===== src/rtl/ps2_key_decoder_if.sv =====
// PS/2 line and decoded-key output bundle between the keyboard side and the decoder.
// The decoder connects through the slave modport; the keyboard/bench side uses master.
interface ps2_key_decoder_if;
  logic       ps2_clk;
  logic       ps2_dat;
  logic [3:0] ps2_data;
  logic       ps2_en;
  logic       frame_err;

  modport slave (
    input  ps2_clk,
    input  ps2_dat,
    output ps2_data,
    output ps2_en,
    output frame_err
  );

  modport master (
    output ps2_clk,
    output ps2_dat,
    input  ps2_data,
    input  ps2_en,
    input  frame_err
  );
endinterface


===== src/rtl/ps2_key_decoder.sv =====
// PS/2 keyboard receiver plus make/break decoder that turns nine keys into 4-bit sound codes.
// The frame receiver feeds a one-byte pipeline stage into the scancode decoder.
module ps2_key_decoder #(
  parameter logic [15:0] TIMEOUT = 16'd50000
) (
  input logic              clock,
  input logic              reset,
  ps2_key_decoder_if.slave ps2_bus_io
);

  typedef enum logic [1:0] {RxIdle, RxData, RxParity, RxStop} rx_state_e;
  typedef enum logic [1:0] {DecMake, DecBreak, DecExt} dec_state_e;

  logic        clk_meta_q, clk_sync_q, clk_prev_q;
  logic        dat_meta_q, dat_sync_q;
  logic        fall;
  logic        timeout;

  rx_state_e   rx_state_q, rx_state_d;
  logic [7:0]  shift_q, shift_d;
  logic [2:0]  bit_cnt_q, bit_cnt_d;
  logic        parity_q, parity_d;
  logic [15:0] wdog_q, wdog_d;
  logic        byte_vld_q, byte_vld_d;
  logic [7:0]  byte_q, byte_d;
  logic        frame_err_q, frame_err_d;

  dec_state_e  dec_state_q, dec_state_d;
  logic [3:0]  held_key_q, held_key_d;
  logic [3:0]  ps2_data_q, ps2_data_d;
  logic        ps2_en_q, ps2_en_d;
  logic [3:0]  key_code;

  // Synchronizers idle high, matching an idle PS/2 line, so reset never fakes an edge.
  always_ff @(posedge clock) begin
    if (reset) begin
      clk_meta_q <= 1'b1;
      clk_sync_q <= 1'b1;
      clk_prev_q <= 1'b1;
      dat_meta_q <= 1'b1;
      dat_sync_q <= 1'b1;
    end else begin
      clk_meta_q <= ps2_bus_io.ps2_clk;
      clk_sync_q <= clk_meta_q;
      clk_prev_q <= clk_sync_q;
      dat_meta_q <= ps2_bus_io.ps2_dat;
      dat_sync_q <= dat_meta_q;
    end
  end

  assign fall    = ~clk_sync_q & clk_prev_q;
  assign timeout = (rx_state_q != RxIdle) && !fall && (wdog_q == TIMEOUT - 16'd1);

  always_comb begin
    rx_state_d  = rx_state_q;
    shift_d     = shift_q;
    bit_cnt_d   = bit_cnt_q;
    parity_d    = parity_q;
    byte_vld_d  = 1'b0;
    byte_d      = byte_q;
    frame_err_d = 1'b0;
    wdog_d      = wdog_q;

    if (fall) begin
      wdog_d = '0;
    end else if (rx_state_q != RxIdle) begin
      wdog_d = wdog_q + 16'd1;
    end

    if (timeout) begin
      rx_state_d  = RxIdle;
      frame_err_d = 1'b1;
    end else if (fall) begin
      unique case (rx_state_q)
        RxIdle: begin
          if (!dat_sync_q) begin
            rx_state_d = RxData;
            bit_cnt_d  = '0;
            shift_d    = '0;
          end
        end
        RxData: begin
          shift_d   = {dat_sync_q, shift_q[7:1]};
          bit_cnt_d = bit_cnt_q + 3'd1;
          if (bit_cnt_q == 3'd7) begin
            rx_state_d = RxParity;
          end
        end
        RxParity: begin
          parity_d   = dat_sync_q;
          rx_state_d = RxStop;
        end
        RxStop: begin
          rx_state_d = RxIdle;
          // Odd parity over data+parity, and a high stop bit.
          if ((^shift_q ^ parity_q) && dat_sync_q) begin
            byte_vld_d = 1'b1;
            byte_d     = shift_q;
          end else begin
            frame_err_d = 1'b1;
          end
        end
        default: rx_state_d = RxIdle;
      endcase
    end
  end

  always_comb begin
    case (byte_q)
      8'h1C:   key_code = 4'd1;
      8'h1B:   key_code = 4'd2;
      8'h23:   key_code = 4'd3;
      8'h2B:   key_code = 4'd4;
      8'h34:   key_code = 4'd5;
      8'h33:   key_code = 4'd6;
      8'h3B:   key_code = 4'd7;
      8'h42:   key_code = 4'd8;
      8'h4B:   key_code = 4'd9;
      default: key_code = 4'd0;
    endcase
  end

  always_comb begin
    dec_state_d = dec_state_q;
    held_key_d  = held_key_q;
    ps2_data_d  = ps2_data_q;
    ps2_en_d    = 1'b0;

    if (byte_vld_q) begin
      unique case (dec_state_q)
        DecMake: begin
          if (byte_q == 8'hF0) begin
            dec_state_d = DecBreak;
          end else if (byte_q == 8'hE0) begin
            dec_state_d = DecExt;
          end else if (key_code != 4'd0 && key_code != held_key_q) begin
            held_key_d = key_code;
            ps2_data_d = key_code;
            ps2_en_d   = 1'b1;
          end
        end
        DecBreak: begin
          dec_state_d = DecMake;
          if (key_code != 4'd0 && key_code == held_key_q) begin
            held_key_d = 4'd0;
            ps2_data_d = 4'd0;
            ps2_en_d   = 1'b1;
          end
        end
        // Extended keys are swallowed; E0 F0 still routes through the break state.
        DecExt: dec_state_d = (byte_q == 8'hF0) ? DecBreak : DecMake;
        default: dec_state_d = DecMake;
      endcase
    end
  end

  always_ff @(posedge clock) begin
    if (reset) begin
      rx_state_q  <= RxIdle;
      shift_q     <= '0;
      bit_cnt_q   <= '0;
      parity_q    <= 1'b0;
      wdog_q      <= '0;
      byte_vld_q  <= 1'b0;
      byte_q      <= '0;
      frame_err_q <= 1'b0;
      dec_state_q <= DecMake;
      held_key_q  <= '0;
      ps2_data_q  <= '0;
      ps2_en_q    <= 1'b0;
    end else begin
      rx_state_q  <= rx_state_d;
      shift_q     <= shift_d;
      bit_cnt_q   <= bit_cnt_d;
      parity_q    <= parity_d;
      wdog_q      <= wdog_d;
      byte_vld_q  <= byte_vld_d;
      byte_q      <= byte_d;
      frame_err_q <= frame_err_d;
      dec_state_q <= dec_state_d;
      held_key_q  <= held_key_d;
      ps2_data_q  <= ps2_data_d;
      ps2_en_q    <= ps2_en_d;
    end
  end

  assign ps2_bus_io.ps2_data  = ps2_data_q;
  assign ps2_bus_io.ps2_en    = ps2_en_q;
  assign ps2_bus_io.frame_err = frame_err_q;

endmodule

===== src/flat_wrapper.sv =====
// flat-port wrapper written by rule: the top's interface ports become plain ports
module ps2_key_decoder_flat 
#(
  parameter logic [15:0] TIMEOUT = 16'd50000
)
  (clock, reset, ps2_bus_io_ps2_clk, ps2_bus_io_ps2_dat, ps2_bus_io_ps2_data, ps2_bus_io_ps2_en, ps2_bus_io_frame_err);
  ps2_key_decoder_if ps2_bus_io_i ();
  input logic clock;
  input logic reset;
  input wire logic [$bits(ps2_bus_io_i.ps2_clk)-1:0] ps2_bus_io_ps2_clk;
  input wire logic [$bits(ps2_bus_io_i.ps2_dat)-1:0] ps2_bus_io_ps2_dat;
  output wire logic [$bits(ps2_bus_io_i.ps2_data)-1:0] ps2_bus_io_ps2_data;
  output wire logic [$bits(ps2_bus_io_i.ps2_en)-1:0] ps2_bus_io_ps2_en;
  output wire logic [$bits(ps2_bus_io_i.frame_err)-1:0] ps2_bus_io_frame_err;
  assign ps2_bus_io_i.ps2_clk = ps2_bus_io_ps2_clk;
  assign ps2_bus_io_i.ps2_dat = ps2_bus_io_ps2_dat;
  assign ps2_bus_io_ps2_data = ps2_bus_io_i.ps2_data;
  assign ps2_bus_io_ps2_en = ps2_bus_io_i.ps2_en;
  assign ps2_bus_io_frame_err = ps2_bus_io_i.frame_err;
  ps2_key_decoder #(.TIMEOUT(TIMEOUT)) u_core (.clock(clock), .reset(reset), .ps2_bus_io(ps2_bus_io_i));
endmodule

===== config.mk =====
export PLATFORM = sky130hd
export DESIGN_NAME = ps2_key_decoder_flat
export DESIGN_NICKNAME = d
export VERILOG_FILES = /design/src/rtl/ps2_key_decoder_if.sv /design/src/rtl/ps2_key_decoder.sv /design/src/flat_wrapper.sv
export SDC_FILE = /design/constraint.sdc
export NUM_CORES = 1
export LEC_CHECK = 0
export CORE_ASPECT_RATIO = 0.6
export CORE_MARGIN = 4
export CORE_UTILIZATION = 48
export CTS_CLUSTER_SIZE = 16
export DETAILED_ROUTE_END_ITERATION = 7
export PLACE_DENSITY = 0.63
export SYNTH_ARGS = -nofsm -noshare
export SYNTH_HDL_FRONTEND = slang
export SYNTH_SLANG_ARGS = --single-unit

===== constraint.sdc =====
create_clock -name clock -period 2.67 [get_ports clock]
set_input_delay 0.534 -clock clock [delete_from_list [all_inputs] [get_ports clock]]
set_output_delay 0.534 -clock clock [all_outputs]
set_load 0.05 [all_outputs]

## Word-level counts from Yosys, hierarchy flattened

Index checks and enable logic that the tools add are counted.

- Logic and storage cells: 102
- Output and inout bits: 6
- Bits of input ports: 4
- Bits in registers: 52

- Bitwise operators: 7
- Add/subtract/negate cells: 2
- Mux-type cells: 27
- Equal/unequal tests: 27
- Reduce and logical (&&, ||, !) cells: 23

Operators with widths:

| operator | count |
|---|---|
| 8-bit by 6-bit equality test with 1-bit output, second input constant | 5 |
| 4-bit one-hot mux with 9 select lines | 1 |
| 16-bit by 1-bit adder with 16-bit output, second input constant | 1 |
| 16-bit equality test, second input constant | 1 |
| 8-bit by 5-bit equality test with 1-bit output, second input constant | 2 |
| 8-bit by 7-bit equality test with 1-bit output, second input constant | 2 |
| 8-bit equality test, second input constant | 2 |
| 4-bit 2-to-1 mux | 4 |
| 8-bit one-hot mux with 2 select lines | 1 |
| 1-bit 2-to-1 mux | 10 |
| 2-bit 2-to-1 mux | 4 |
| 8-bit 2-to-1 mux | 1 |
| 2-bit one-hot mux with 4 select lines | 1 |
| 4-bit one-hot mux with 2 select lines | 1 |
| 4-bit AND reduction | 2 |
| 8-bit parity | 1 |
| 2-bit equality test, second input constant | 3 |
| 2-bit by 1-bit != test with 1-bit output, second input constant | 3 |
| 2-bit != test, second input constant | 3 |
| 3-bit one-hot mux with 2 select lines | 1 |
| 3-bit AND reduction | 2 |
| 6-bit AND reduction | 1 |
| 2-bit nonzero test | 3 |
| 2-bit OR reduction | 3 |
| 18 further kinds | 28 |

## Logic depth before layout (Yosys ltp)

- Depth in word-level cells: 8
- Depth in mapped cells: 9
- Depth with buffers taken out: 8

## Least setup slack after synthesis

Ideal clock, no wire load.

- Path kind: register -> register
- Start: reg u_core.byte_q[3]
- End: reg u_core.ps2_en_q, in the netlist u_core.ps2_bus_io.ps2_en
- Required time: 2555 ps
- Buffers on the path: 1
- Setup slack: 427 ps
- Cell stages (with the launch flop): 8
- Arrival time: 2128 ps
- Clock period less this slack: 2243 ps
- Setup time: 115 ps
- Cells stage by stage: dfxtp_1 -> buf_6 -> or4b_4 -> a2111oi_4 -> xnor2_1 -> o2111ai_2 -> and2b_4 -> o21a_1

- Cells in the longest elaborated chain, start to end: 8
- Elaborated cells on any way between the ends: 22
- Classes of those cells: 13 x eq/ne; 6 x mux; 3 x reduce/logical

Ends and longest elaborated chain:

| item | line | text |
|---|---|---|
| from (decl) | ps2_key_decoder.sv:25 | `logic [7:0] byte_q, byte_d;` |
| from (signal assigned) | ps2_key_decoder.sv:178 | `byte_q <= byte_d;` |
| 8-bit by 7-bit equality test with 1-bit output, or another cell as far along | ps2_key_decoder.sv:109 | `case (byte_q)` |
| 4-bit one-hot mux with 9 select lines | ps2_key_decoder.sv:109 |  |
| 4-bit != test or 4-bit nonzero test (tied branches) | ps2_key_decoder.sv:136, ps2_key_decoder.sv:144 |  |
| 1-bit logical AND | ps2_key_decoder.sv:136 | `end else if (key_code != 4'd0 && key_code != held_key_q) begin` |
| 1-bit 2-to-1 mux | ps2_key_decoder.sv:136 |  |
| 1-bit 2-to-1 mux | ps2_key_decoder.sv:134 | `end else if (byte_q == 8'hE0) begin` |
| 1-bit 2-to-1 mux | ps2_key_decoder.sv:132 | `if (byte_q == 8'hF0) begin` |
| 1-bit one-hot mux with 2 select lines (*) | ps2_key_decoder.sv:130 | `unique case (dec_state_q)` |
| to (signal assigned) | ps2_key_decoder.sv:183 | `ps2_en_q <= ps2_en_d;` |
| to (decl) | ps2_key_decoder.sv:31 | `logic ps2_en_q, ps2_en_d;` |

Mark *: on every way between the ends. The rest lies on a longest branch, timed or not.
A chain may end at the register's enable or synchronous reset.

## Worst setup path in the final report

- Start: reg u_core.byte_q[0]
- End: reg u_core.ps2_en_q, in the netlist u_core.ps2_bus_io.ps2_en

Same word-level chain as after synthesis.

==> flow_summary.ini <==
[clocking]
cts_tree = yes
htree_levels = 2
clk_pin_slew_ns = 0.10
cts_hold_buf = 0
post_cts_buffers = 0
cts_made_buffers = 5
post_cts_resized = 0
cts_buffer_depth = 2
cts_root_buffer = clkbuf_8
insertion_delay_ns = 0.30
cts_sinks = 52

[cells_and_area]
num_antenna_cells = 0
synthToLayoutAreaGrowth_pct = 9.184
final_cell_mix = dfxtp_1, nor2_1, nand2_1
drive_above_1_share = 0.1130
fin_util = 0.5480
nets = 302
layout.cells.non_filler = 358
layout.cells.most_common = dfxtp_1

[sta]
slew_viol_final = 0
period_share = 0.8664
rsz0062_at_grt = false
hold_viol = 0
fin_skew_ns = 0.008950
slew_headroom = 0.6534
setup_viol = 0
finalSetupTns_ns = 0
final.min_clock_period_ns = 2.313
max_freq_ghz = 0.4323
tightest_slew_ns = 0.5183

[yosys]
mappedNetlistNets = 294
synth_cells = 283
ys_seq_elements = 52
synth_area_um2 = 2575
synth_ff_type = dfxtp_1
synth-edff-count = 0
ys_warn_count = 0
synthDistinctLibCells = 54
synth_seq_area_share = 0.4043
ys_async_sr_fraction = 0
syn-mean-instance-area_um2 = 9.099

[min_path]
min_path_type = reg -> reg

[placement]
io_buffers = 9
hpwl_mm = 3.682
gp_congestion = 0.8794
place_inst = 350

[grt]
grt_pass1_vias = 1806
grt_overflow = 0
grt_pass1_wl_mm = 8.894
track_usage = 0.1687
grt_max_degree = 21
antenna_found_initial = 0

[floorplanning]
row_count = 20
fp.dieArea_um2 = 6639
dieWidth_um = 102.6
die_y_um = 64.74
io_pins = 10
coreArea_um2 = 5130
start_util = 0.5020

[critical_path]
arrival_ns = 2.52
cp.required_ns = 2.88
critPathKind = reg -> reg
worstPathMaxFanout = 6
cp-end-kind = flop
startpoint_type = flop

[drt]
dr.pass1.iters = 4
antenna_left = 0
num_vias = 1946
viasPerCell = 5.436
drtIter0Drc = 114
drc = 0
avgRoutedWirePerCell_um = 13.93
routed_wl_mm = 4.988

[job]
maxCapViolations = 0

[power_and_ir_drop]
powerDensity_nw_per_um2 = 455.6
power.static_leakage_nw = 1.029
total_power_mw = 1.281
ir_drop_uv = 242.4

[run_status]
status = finished clean
## stage by stage
| stage | setup slack [ns] | hold slack [ns] | cell area, µm² |
|---|---|---|---|
| after floorplan | 0.4272 | 0.3895 | 2575 |
| after global placement | 0.4560 | 0.3928 | 2715 |
| after detailed placement | 0.3778 | 0.3952 | 2715 |
| after CTS | 0.3569 | 0.4202 | 2811 |
| after global routing | 0.2632 | 0.4330 | 2811 |
| final | 0.3568 | 0.4162 | 2811 |
## cells by family (layout without fill, tap and decap cells)
kind of cell / Yosys count / count (layout) / share of synthesized area
AOI/OAI and AO/OA: 47 / 47 / 0.1390
xor gates and xnor gates: 23 / 23 / 0.08357
adders and majority gates: 7 / 7 / 0.03401
buffers and inverters: 21 / 30 / 0.04033
DFF: 52 / 52 / 0.4043
muxes: 12 / 12 / 0.04665
and+or+nand+nor: 121 / 121 / 0.2522
## Yosys cell counts (2+ instances only)
cell type / n / area share
a21oi_1: 9 / 0.017
a22oi_1: 11 / 0.032
a32oi_1: 3 / 0.010
buf_2: 2 / 0.0039
buf_6: 3 / 0.013
clkbuf_1: 9 / 0.013
dfxtp_1: 52 / 0.40
ha_1: 7 / 0.034
inv_1: 7 / 0.010
mux2i_1: 12 / 0.047
nand2_1: 16 / 0.023
nand2b_1: 3 / 0.0073
nand3_1: 3 / 0.0058
nand3b_1: 2 / 0.0058
nand4_1: 7 / 0.017
nand4b_1: 5 / 0.017
nor2_1: 41 / 0.060
nor2b_1: 8 / 0.019
nor3_1: 6 / 0.012
nor4_1: 4 / 0.0097
o21ai_0: 4 / 0.0078
o21ai_1: 4 / 0.0078
or2_2: 10 / 0.024
or3_1: 5 / 0.012
xnor2_1: 11 / 0.037
xor2_1: 11 / 0.037
## metal layers
metal,up-vias,global-route usage,routed length (µm)
li1,1017,-,-
met1,904,0.2875,3112
met5,-,0,0
met2,23,0.1961,1660
met3,2,0.04301,191
met4,0,0.03928,25
## power breakdown
group	switching (mW)	internal (mW)
combinational	0.0187	0.0121
clock	0.257	0.212
sequential	0.00232	0.779
## cell type report
cell class | count | area [µm²]
sequential | 52 | 1041
clock buffer | 6 | 82.58
timing repair buffer | 15 | 135.1
fill | 469 | 2318
multi-input combinational | 210 | 1430
tap | 66 | 82.58
inverter | 7 | 26.28
clock inverter | 2 | 13.76
## worst max-delay path, cell delays in order (launching register included)
cell and delay [ns]:
dfxtp_1 0.37, or4b_4 0.54, a2111oi_4 0.39, xnor2_1 0.22
o2111ai_2 0.26, and2b_4 0.26, o21a_1 0.18
## flip-flops by register name, indices dropped and copies added, names as in the netlist, 2 cells and up
register            flops
u_core.shift_q          8
u_core.wdog_q          16
u_core.held_key_q       4
u_core.byte_q           8
u_core.dec_state_q      2
u_core.bit_cnt_q        3
u_core.rx_state_q       2
## path summary, 6_finish.rpt
path	slack, ns	startpoint	to	cells after the start
max	0.36	u_core.byte_q[0]$_SDFFE_PP0P_	u_core.ps2_bus_io.ps2_en$_SDFF_PP0_	6
min	0.42	u_core.clk_meta_q$_SDFF_PP1_	u_core.clk_sync_q$_SDFF_PP1_	1
max reg2reg	0.36	u_core.byte_q[0]$_SDFFE_PP0P_	u_core.ps2_bus_io.ps2_en$_SDFF_PP0_	6
min reg2reg	0.42	u_core.clk_meta_q$_SDFF_PP1_	u_core.clk_sync_q$_SDFF_PP1_	1
Power figures use the tool's default switching activity.
